### src/rtl/clk_switch_pkg.sv
`default_nettype none
// ============================================================================
// Module      : clk_switch_pkg
// Description : Shared types and constants for the clock-switch sequencer.
// Revision    : 1.0  initial release
// ============================================================================
package clk_switch_pkg;

    typedef enum logic [1:0] {
        ST_IDLE    = 2'd0,
        ST_WAIT_OK = 2'd1,
        ST_SETTLE  = 2'd2,
        ST_REVERT  = 2'd3
    } clk_sw_state_e;

    // Terminal count of the shared down-counter.
    localparam int unsigned C_TMR_ZERO = 0;

endpackage : clk_switch_pkg
`default_nettype wire

### src/rtl/clk_switch_if.sv
`default_nettype none
// ============================================================================
// Module      : clk_switch_if
// Description : Switch-request valid/ready handshake between the clock
//               manager (master) and the switch sequencer (slave).
// Revision    : 1.0  initial release
// ============================================================================
interface clk_switch_if;

    logic req_valid_i;
    logic req_sel_i;
    logic req_ready_o;

    modport master (
        output req_valid_i,
        output req_sel_i,
        input  req_ready_o
    );

    modport slave (
        input  req_valid_i,
        input  req_sel_i,
        output req_ready_o
    );

endinterface : clk_switch_if
`default_nettype wire

### src/rtl/clk_sw_timer.sv
`default_nettype none
// ============================================================================
// Module      : clk_sw_timer
// Description : Loadable down-counter; expired while the count sits at zero.
// Revision    : 1.0  initial release
// ============================================================================
module clk_sw_timer
    import clk_switch_pkg::*;
#(
    parameter int unsigned CNT_W = 16
) (
    input  wire logic             clk,
    input  wire logic             rst,
    input  wire logic             i_load,
    input  wire logic [CNT_W-1:0] i_load_val,
    output logic                  o_expired
);

    localparam logic [CNT_W-1:0] C_ZERO = CNT_W'(C_TMR_ZERO);

    logic [CNT_W-1:0] r_cnt;

    always_ff @(posedge clk) begin
        if (rst) begin
            r_cnt <= C_ZERO;
        end else if (i_load) begin
            r_cnt <= i_load_val;
        end else if (r_cnt != C_ZERO) begin
            r_cnt <= r_cnt - 1'b1;
        end
    end

    assign o_expired = (r_cnt == C_ZERO);

endmodule : clk_sw_timer
`default_nettype wire

### src/rtl/clk_switch_ctrl.sv
`default_nettype none
// ============================================================================
// Module      : clk_switch_ctrl
// Description : Glitch-free clock-mux sequencer: request handshake, select
//               hold-off until settled, revert on loss, automatic failover.
// Revision    : 1.0  initial release
// ============================================================================
module clk_switch_ctrl
    import clk_switch_pkg::*;
#(
    parameter int unsigned SETTLE_CYCLES  = 16,
    parameter int unsigned TIMEOUT_CYCLES = 256,
    parameter bit          AUTO_FAILOVER  = 1'b1,
    parameter int unsigned CNT_W          = 16
) (
    input  wire logic   clk_i,
    input  wire logic   rst_i,
    clk_switch_if.slave req_if,
    input  wire logic   clk0_ok_i,
    input  wire logic   clk1_ok_i,
    output logic        select_o,
    output logic        cur_sel_o,
    output logic        busy_o,
    output logic        done_o,
    output logic        err_o,
    output logic        failover_o
);

    generate
        if (SETTLE_CYCLES < 1 || TIMEOUT_CYCLES < 1 ||
            ((SETTLE_CYCLES - 1) >> CNT_W) != 0 ||
            ((TIMEOUT_CYCLES - 1) >> CNT_W) != 0) begin : g_bad_params
            $error("clk_switch_ctrl: illegal SETTLE_CYCLES/TIMEOUT_CYCLES/CNT_W");
        end
    endgenerate

    // Timer is loaded with N-1 so that a state lasts exactly N cycles.
    localparam logic [CNT_W-1:0] C_SETTLE_LD  = CNT_W'(SETTLE_CYCLES - 1);
    localparam logic [CNT_W-1:0] C_TIMEOUT_LD = CNT_W'(TIMEOUT_CYCLES - 1);

    clk_sw_state_e    r_state, w_state_nxt;
    logic             r_select, w_select_nxt;
    logic             r_cur, w_cur_nxt;
    logic             r_target, w_target_nxt;
    logic             r_prev, w_prev_nxt;
    logic             r_fo, w_fo_nxt;
    logic             r_done, w_done_nxt;
    logic             r_err, w_err_nxt;
    logic             r_fo_pulse, w_fo_pulse_nxt;
    logic             w_tmr_load;
    logic [CNT_W-1:0] w_tmr_val;
    logic             w_tmr_expired;
    logic             w_ready;
    logic             w_accept;
    logic             w_target_ok;
    logic             w_active_ok;
    logic             w_other_ok;

    clk_sw_timer #(
        .CNT_W (CNT_W)
    ) u_timer (
        .clk        (clk_i),
        .rst        (rst_i),
        .i_load     (w_tmr_load),
        .i_load_val (w_tmr_val),
        .o_expired  (w_tmr_expired)
    );

    assign w_ready     = !rst_i && (r_state == ST_IDLE);
    assign w_accept    = req_if.req_valid_i && w_ready;
    assign w_target_ok = r_target ? clk1_ok_i : clk0_ok_i;
    assign w_active_ok = r_cur ? clk1_ok_i : clk0_ok_i;
    assign w_other_ok  = r_cur ? clk0_ok_i : clk1_ok_i;

    always_ff @(posedge clk_i) begin
        if (rst_i) begin
            r_state    <= ST_IDLE;
            r_select   <= 1'b0;
            r_cur      <= 1'b0;
            r_target   <= 1'b0;
            r_prev     <= 1'b0;
            r_fo       <= 1'b0;
            r_done     <= 1'b0;
            r_err      <= 1'b0;
            r_fo_pulse <= 1'b0;
        end else begin
            r_state    <= w_state_nxt;
            r_select   <= w_select_nxt;
            r_cur      <= w_cur_nxt;
            r_target   <= w_target_nxt;
            r_prev     <= w_prev_nxt;
            r_fo       <= w_fo_nxt;
            r_done     <= w_done_nxt;
            r_err      <= w_err_nxt;
            r_fo_pulse <= w_fo_pulse_nxt;
        end
    end

    always_comb begin
        w_state_nxt    = r_state;
        w_select_nxt   = r_select;
        w_cur_nxt      = r_cur;
        w_target_nxt   = r_target;
        w_prev_nxt     = r_prev;
        w_fo_nxt       = r_fo;
        w_done_nxt     = 1'b0;
        w_err_nxt      = 1'b0;
        w_fo_pulse_nxt = 1'b0;
        w_tmr_load     = 1'b0;
        w_tmr_val      = C_TIMEOUT_LD;

        unique case (r_state)
            ST_IDLE: begin
                // An accepted request always wins over failover.
                if (w_accept) begin
                    w_target_nxt = req_if.req_sel_i;
                    w_prev_nxt   = r_select;
                    w_fo_nxt     = 1'b0;
                    if (req_if.req_sel_i == r_cur) begin
                        w_done_nxt = 1'b1;
                    end else begin
                        w_state_nxt = ST_WAIT_OK;
                        w_tmr_load  = 1'b1;
                        w_tmr_val   = C_TIMEOUT_LD;
                    end
                end else if (AUTO_FAILOVER && !w_active_ok && w_other_ok) begin
                    w_target_nxt = !r_cur;
                    w_prev_nxt   = r_select;
                    w_fo_nxt     = 1'b1;
                    w_state_nxt  = ST_WAIT_OK;
                    w_tmr_load   = 1'b1;
                    w_tmr_val    = C_TIMEOUT_LD;
                end
            end
            ST_WAIT_OK: begin
                if (w_target_ok) begin
                    w_select_nxt = r_target;
                    w_state_nxt  = ST_SETTLE;
                    w_tmr_load   = 1'b1;
                    w_tmr_val    = C_SETTLE_LD;
                end else if (w_tmr_expired) begin
                    w_err_nxt   = 1'b1;
                    w_fo_nxt    = 1'b0;
                    w_state_nxt = ST_IDLE;
                end
            end
            ST_SETTLE: begin
                if (w_tmr_expired) begin
                    w_cur_nxt      = r_select;
                    w_done_nxt     = 1'b1;
                    w_fo_pulse_nxt = r_fo;
                    w_fo_nxt       = 1'b0;
                    w_state_nxt    = ST_IDLE;
                end else if (!w_target_ok) begin
                    w_select_nxt = r_prev;
                    w_state_nxt  = ST_REVERT;
                    w_tmr_load   = 1'b1;
                    w_tmr_val    = C_SETTLE_LD;
                end
            end
            ST_REVERT: begin
                if (w_tmr_expired) begin
                    w_err_nxt   = 1'b1;
                    w_fo_nxt    = 1'b0;
                    w_state_nxt = ST_IDLE;
                end
            end
            default: begin
                w_state_nxt = ST_IDLE;
            end
        endcase
    end

    assign req_if.req_ready_o = w_ready;
    assign select_o           = r_select;
    assign cur_sel_o          = r_cur;
    assign busy_o             = (r_state != ST_IDLE);
    assign done_o             = r_done;
    assign err_o              = r_err;
    assign failover_o         = r_fo_pulse;

endmodule : clk_switch_ctrl
`default_nettype wire
### src/flat_wrapper.sv
// flat-port wrapper written by rule: the top's interface ports become plain ports
module clk_switch_ctrl_flat import clk_switch_pkg::*;
#(
    parameter int unsigned SETTLE_CYCLES  = 16,
    parameter int unsigned TIMEOUT_CYCLES = 256,
    parameter bit          AUTO_FAILOVER  = 1'b1,
    parameter int unsigned CNT_W          = 16
)
  (clk_i, rst_i, clk0_ok_i, clk1_ok_i, select_o, cur_sel_o, busy_o, done_o, err_o, failover_o, req_if_req_valid_i, req_if_req_sel_i, req_if_req_ready_o);
  clk_switch_if req_if_i ();
  input  wire logic clk_i;
  input  wire logic rst_i;
  input  wire logic clk0_ok_i;
  input  wire logic clk1_ok_i;
  output logic select_o;
  output logic cur_sel_o;
  output logic busy_o;
  output logic done_o;
  output logic err_o;
  output logic failover_o;
  input wire logic [$bits(req_if_i.req_valid_i)-1:0] req_if_req_valid_i;
  input wire logic [$bits(req_if_i.req_sel_i)-1:0] req_if_req_sel_i;
  output wire logic [$bits(req_if_i.req_ready_o)-1:0] req_if_req_ready_o;
  assign req_if_i.req_valid_i = req_if_req_valid_i;
  assign req_if_i.req_sel_i = req_if_req_sel_i;
  assign req_if_req_ready_o = req_if_i.req_ready_o;
  clk_switch_ctrl #(.SETTLE_CYCLES(SETTLE_CYCLES), .TIMEOUT_CYCLES(TIMEOUT_CYCLES), .AUTO_FAILOVER(AUTO_FAILOVER), .CNT_W(CNT_W)) u_core (.clk_i(clk_i), .rst_i(rst_i), .req_if(req_if_i), .clk0_ok_i(clk0_ok_i), .clk1_ok_i(clk1_ok_i), .select_o(select_o), .cur_sel_o(cur_sel_o), .busy_o(busy_o), .done_o(done_o), .err_o(err_o), .failover_o(failover_o));
endmodule
### config.mk
export PLATFORM = sky130hd
export DESIGN_NAME = clk_switch_ctrl_flat
export DESIGN_NICKNAME = d
export VERILOG_FILES = /design/src/rtl/clk_switch_pkg.sv /design/src/rtl/clk_switch_if.sv /design/src/rtl/clk_sw_timer.sv /design/src/rtl/clk_switch_ctrl.sv /design/src/flat_wrapper.sv
export SDC_FILE = /design/constraint.sdc
export NUM_CORES = 1
export LEC_CHECK = 0
export CAP_MARGIN = 20
export CORE_MARGIN = 4
export CORE_UTILIZATION = 50
export DETAILED_ROUTE_END_ITERATION = 10
export PLACE_DENSITY = 0.74
export SLEW_MARGIN = 20
export SYNTH_ARGS = -nofsm -noshare
export SYNTH_HDL_FRONTEND = slang
export SYNTH_SLANG_ARGS = --single-unit
### constraint.sdc
create_clock -name clk_i -period 2.34 [get_ports clk_i]
set_input_delay 0.351 -clock clk_i [delete_from_list [all_inputs] [get_ports clk_i]]
set_output_delay 0.351 -clock clk_i [all_outputs]
set_load 0.05 [all_outputs]
==> results of run 1 <==
==> power groups by stage <==
stage / clock, W / sequential, W / combinational (W)
after floorplan: 0 / 0.000661 / 0.000684
after global placement: 0 / 0.000670 / 0.000846
after detailed placement: 0 / 0.000679 / 0.000861
after CTS: 0.000192 / 0.000669 / 0.000864
after global routing: 0.000206 / 0.000691 / 0.000969
final: 0.000185 / 0.000670 / 0.000871
==> final timing paths <==
path,to,slack [ps],cells past startpoint
setup reg to reg,u_core.u_timer.r_cnt[6],250,7
setup / recovery,u_core.u_timer.r_cnt[6],250,7
hold reg to reg,u_core.r_fo,490,2
hold / removal,u_core.r_fo,490,2
==> per-stage QoR <==
stage	cell area, µm²	setup slack [ps]	power (W)	instances	hold WS (ps)
final	1830	247	0.00173	250	488
after global routing	1830	24.9	0.00187	250	508
after CTS	1830	230	0.00173	250	491
after detailed placement	1810	172	0.00154	247	471
after global placement	1810	252	0.00152	247	461
after floorplan	1640	300	0.00135	193	444
==> synth_stat cells (all sizes together), types with 2 or more instances <==
cell type | number | area, µm²
dfxtp | 26 | 521
nor3b | 2 | 15.0
nor4 | 5 | 76.3
o32ai | 2 | 17.5
o22ai | 2 | 12.5
nor2b | 4 | 27.5
ha | 6 | 75.1
a21o | 2 | 15.0
xnor2 | 3 | 26.3
nand3b | 2 | 15.0
or3 | 3 | 23.8
mux2i | 3 | 30.0
nor2 | 20 | 75.1
o21ai | 8 | 40.0
o31ai | 2 | 28.8
and3 | 2 | 13.8
nand4 | 5 | 37.5
o21a | 2 | 15.0
inv | 9 | 33.8
nand3 | 9 | 50.1
a32oi | 2 | 17.5
nand2 | 18 | 67.6
clkbuf | 3 | 11.3
o311ai | 3 | 26.3
a2bb2oi | 2 | 23.8
a21oi | 17 | 85.1
nand4b | 2 | 17.5
nor3 | 6 | 35.0
xor2 | 6 | 52.6
==> layout by cell type, fill, tap and decap left out, types with 3 or more instances in the layout <==
cell / netlist / final
clkdlybuf4s50_1: 0 / 10
nand3_1: 8 / 8
o21ai_0: 7 / 7
inv_1: 9 / 9
nor2_1: 20 / 20
nand2_1: 18 / 18
nor3_1: 5 / 5
o311ai_0: 3 / 3
a21oi_1: 17 / 17
nor2b_1: 3 / 3
mux2i_1: 3 / 3
dfxtp_1: 26 / 26
ha_1: 6 / 6
xnor2_1: 3 / 3
nand4_1: 4 / 4
nor4_4: 3 / 3
xor2_1: 6 / 6
clkbuf_4: 0 / 3
buf_4: 0 / 3
==> logic make-up (layout without fill, tap and decap cells) <==
kind of cell               after synthesis  count (layout)  synth area share [%]
muxes                                    4               4                  2.52
adders and majority gates                6               6                  4.59
and+or+nand+nor                         86              86                  31.5
AOI/OAI and AO/OA                       49              49                  21.3
DFF                                     26              26                  31.8
xor gates and xnor gates                 9               9                  4.82
buffers and inverters                   13              26                  3.44
==> metal layers <==
metal	part of all wire (%)	vias up	global-route usage, %
met1	48	683	23.7
met2	46	33	32.0
li1	-	742	-
met4	0.74	0	3.37
met5	0	-	0
met3	5.5	4	3.59
==> final cells by class <==
cell class                 instances  share of cell area, %
multi-input combinational        154                   57.7
tap                               44                   3.00
sequential                        26                   28.4
clock buffer                       3                   1.23
inverter                           9                   1.84
timing repair buffer              14                   7.78
==> critical path, delay by kind of cell (launching register included) <==
family	cells	cell delay [ps]
AOI/OAI and AO/OA	1	110
DFF	1	380
buffers and inverters	1	110
adders and majority gates	1	240
and+or+nand+nor	4	1150
==> flip-flops by register name (all words and copies together), names as in the netlist <==
register,cells
u_core.r_fo,1
u_core.r_target,1
u_core.cur_sel_o,1
u_core.r_state,2
u_core.err_o,1
u_core.select_o,1
u_core.failover_o,1
u_core.u_timer.r_cnt,16
u_core.done_o,1
u_core.r_prev,1
==> flow_summary.toml, run 1 <==
[status]
status = "completed"

[clock_tree]
cts_hold_buf = 0
clkTransAtPathRegs_ps = 130
post_cts_buffers = 0
root_buffer = "clkbuf_4"
cts_sinks = 26
clock_latency_ps = 320
clockBufferDepth = 2
cts_repair_resize_count = 0
htree_levels = 1
numCtsBuffers = 3
cts_tree = "built"

[cells_and_area]
drive_above_1_share_pct = 10.2
nNetsFinal = 220
multi_input_area_mm2 = 0.00106
seq_area_um2 = 520
fin_util_pct = 59.1
nFillCells = 288
diodes = 0
area_growth_pct = 12.1

[grt]
grt_pass1_wl_mm = 6.33
grt_pass1_vias = 1418
antenna_found_initial = 0
grt_max_degree = 15
grt.total_usage_pct = 18.4
grt_overflow = 0

[logic_synthesis]
syn_inst = 193
yosys_register_bits = 26
synth-seq-area-share_pct = 31.8
avgSynthCellArea_um2 = 8.47
synth_edf_count = 0
syn_area_mm2 = 0.00164
ys.flop_type = "dfxtp_1"
ys_types = 56
syn-num-nets = 205
yosysWarnings = 0
synthArstFlopShare_pct = 0

[route]
drtPass1Iterations = 4
drc = 0
wire_per_inst_um = 14.7
postRouteAntennaNets = 0
dr_total_vias = 1462
routed_via_density = 5.85
dr.first_iter.drc_count = 77
drt-total-wl_mm = 3.66

[setup_path]
cp-startpoint = "u_core.u_timer.r_cnt[0]"
crit_path_end_kind = "flop"
critPathMaxStageDelay_ps = 450
rr_startpoint = "u_core.u_timer.r_cnt[0]"
crit_slowest_cell = "and4_1"
startpoint_type = "flop"
critPathArrivalTime_ps = 2300
crit_chain = "inv_1 > ha_1 > nor4b_1 > and4_1 > nor2_1 > nand3_1 > o21ai_0"
critPathKind = "reg2reg"
cp.required_ps = 2540
cp_max_fo = 7

[sta]
relSlewSlack_pct = 66.3
period_minus_slack_ps = 2090
fin_tns_setup_ps = 0
rsz0062_at_grt = "false"
tightest_slew_ps = 504
hold_viol_final = 0
finalSetupViolCount = 0
slew_viol_final = 0
fin_worst_skew_ps = 9.50
post-route-period-util_pct = 89.4
fmax_ghz = 0.478

[floorplanning]
fp.dieW_um = 65.2
design.die.area_mm2 = 0.00425
start_util_pct = 52.7
dieHeight_um = 65.2
io_pins = 13
core_mm2 = 0.00310
rows = 20

[worst_hold_path]
min_from = "u_core.r_fo"
hp-class = "reg2reg"

[placement]
port_buffers = 12
place_hpwl_mm = 2.87
gp_congestion = 0.908

[power_and_ir_drop]
p_per_area_mw_per_mm2 = 942
share_seq_of_total_power_pct = 38.8
p_comb_share_pct = 50.4
p_sw_share_pct = 44.0
p_int_w = 0.000967
p_leak_nw = 0.693
switching_power_w = 0.000759
vdd_drop_max_v = 0.000509
pwr-share-clk_pct = 10.7

[flow_run]
cap_violations = 0
Note: power is estimated with default switching activity, not from simulation.
==> run 2, diff against run 1 <==
TNS_END_PERCENT = 20   (was not set)
==> results of run 2 <==
Same layout as run 1: the final DEF is identical, and so are final timing and power.
==> edit (flow settings as in run 2) <==
Re-encode `clk_sw_state_e` (4 states) as Gray code, 2 bits wide.
--- a/src/rtl/clk_switch_pkg.sv
+++ b/src/rtl/clk_switch_pkg.sv
@@ -7,10 +7,10 @@
 package clk_switch_pkg;
 
     typedef enum logic [1:0] {
-        ST_IDLE    = 2'd0,
-        ST_WAIT_OK = 2'd1,
-        ST_SETTLE  = 2'd2,
-        ST_REVERT  = 2'd3
+        ST_IDLE    = 2'b00,
+        ST_WAIT_OK = 2'b01,
+        ST_SETTLE  = 2'b11,
+        ST_REVERT  = 2'b10
     } clk_sw_state_e;
 
     // Terminal count of the shared down-counter.
Formal check against the unedited RTL: same outputs for any inputs over 10 cycles, from zero or initial values and one cycle with rst_i high; not proved beyond that.
==> edit against run 2 <==
Worst setup slack worse by 0.0095 ns; power is 9.3% lower; wire length is 15% lower; sequential share of layout area is 2.0 points higher; final area is 6.7% lower; critical path depth is 3 lower; sequential cell count stayed put; sequential power is 6.3% lower; count of clock-buffer cells in the layout is 1 higher; first-iteration DRC count is 34% higher; synthesized area is 7.7% lower; via count is 10% lower; core utilization is 1.4 points higher.
==> edit: results <==
{
  "nNonClkBuffers": 17,
  "worstPathMaxFanout": 4,
  "place_area_mm2": 0.00168,
  "synth_area_leaders": "dfxtp_1 34%, ha_1 5.0%, xnor2_1 4.1%, nor2_1 4.0%, nor3_1 3.6%",
  "post_cts_resized": 1,
  "cp.arrival_ns": 1.75,
  "fin_setup_tns_ns": 0,
  "multi_input_comb_cells": 133,
  "dpl.hpwl_um": 2450,
  "leakagePower_nw": 0.628,
  "nFillCells": 243,
  "clock_skew_ns": 0.00925,
  "grt_pass1_wl_um": 5490,
  "n_all_inverters": 6,
  "clkPwrFrac": 0.144,
  "met3_usage": 0.0432,
  "clk_path_buf_depth": 2,
  "place.gp.congestion": 0.902,
  "internal_power_mw": 0.951,
  "clock_area_frac": 0.0212,
  "max_stage_delay_ns": 0.54,
  "grt_max_degree": 27,
  "power_density_mw_per_mm2": 915,
  "outcome": "completed",
  "nClkBuffers": 4,
  "worst_pin_slew_ns": 0.501,
  "grt_pass1_vias": 1210,
  "use_met2": 0.249,
  "signal_buffer_area_fraction": 0.0973,
  "wirelength_um": 3120,
  "nNetsFinal": 199,
  "first_iter_violations": 103,
  "reg2reg_slack_ns": 0.32,
  "whs_endpoint": "u_core.failover_o",
  "wl_met2_um": 1410,
  "cp_top_family": "buffers and inverters",
  "reg2reg_to": "u_core.select_o",
  "vdd_ir_drop_max_mv": 0.595,
  "multi_input_area_um2": 926,
  "yosysSeqAreaShare": 0.345,
  "drive_gt1_frac": 0.108,
  "grt_usage": 0.170,
  "met1_usage": 0.237,
  "p_comb_mw": 0.712,
  "reg2reg_depth": 8,
  "seq_area_frac": 0.304,
  "wl_met3_um": 122
}
[edit: per-stage QoR]
step	util	setup WS, ns	std cells	hold slack, ns
final	0.605	0.238	217	0.456
after CTS	0.605	0.215	217	0.457
after floorplan	-	0.371	173	0.414
after global routing	0.605	0.130	217	0.478
after global placement	0.592	0.213	213	0.426
after detailed placement	0.592	0.178	213	0.438
[edit: logic make-up after synthesis]
logic type	Yosys count	share of synthesized area
buf+inv	14	0.0415
flops	26	0.345
fa+ha+maj	6	0.0497
xor+xnor	12	0.0697
simple gates	73	0.284
mux	6	0.0406
compound gates	36	0.169
[edit: how the worst max path moves through the flow]
stage | start | endpoint | cells after the start
floorplan | u_core.r_state[1] | u_core.r_state[0] | 7
CTS | u_core.r_state[0] | busy_o | 4
finish | u_core.r_state[1] | busy_o | 4
global placement | clk1_ok_i | u_core.u_timer.r_cnt[5] | 6
global route | u_core.r_state[0] | busy_o | 4
detailed placement | clk1_ok_i | u_core.u_timer.r_cnt[7] | 6
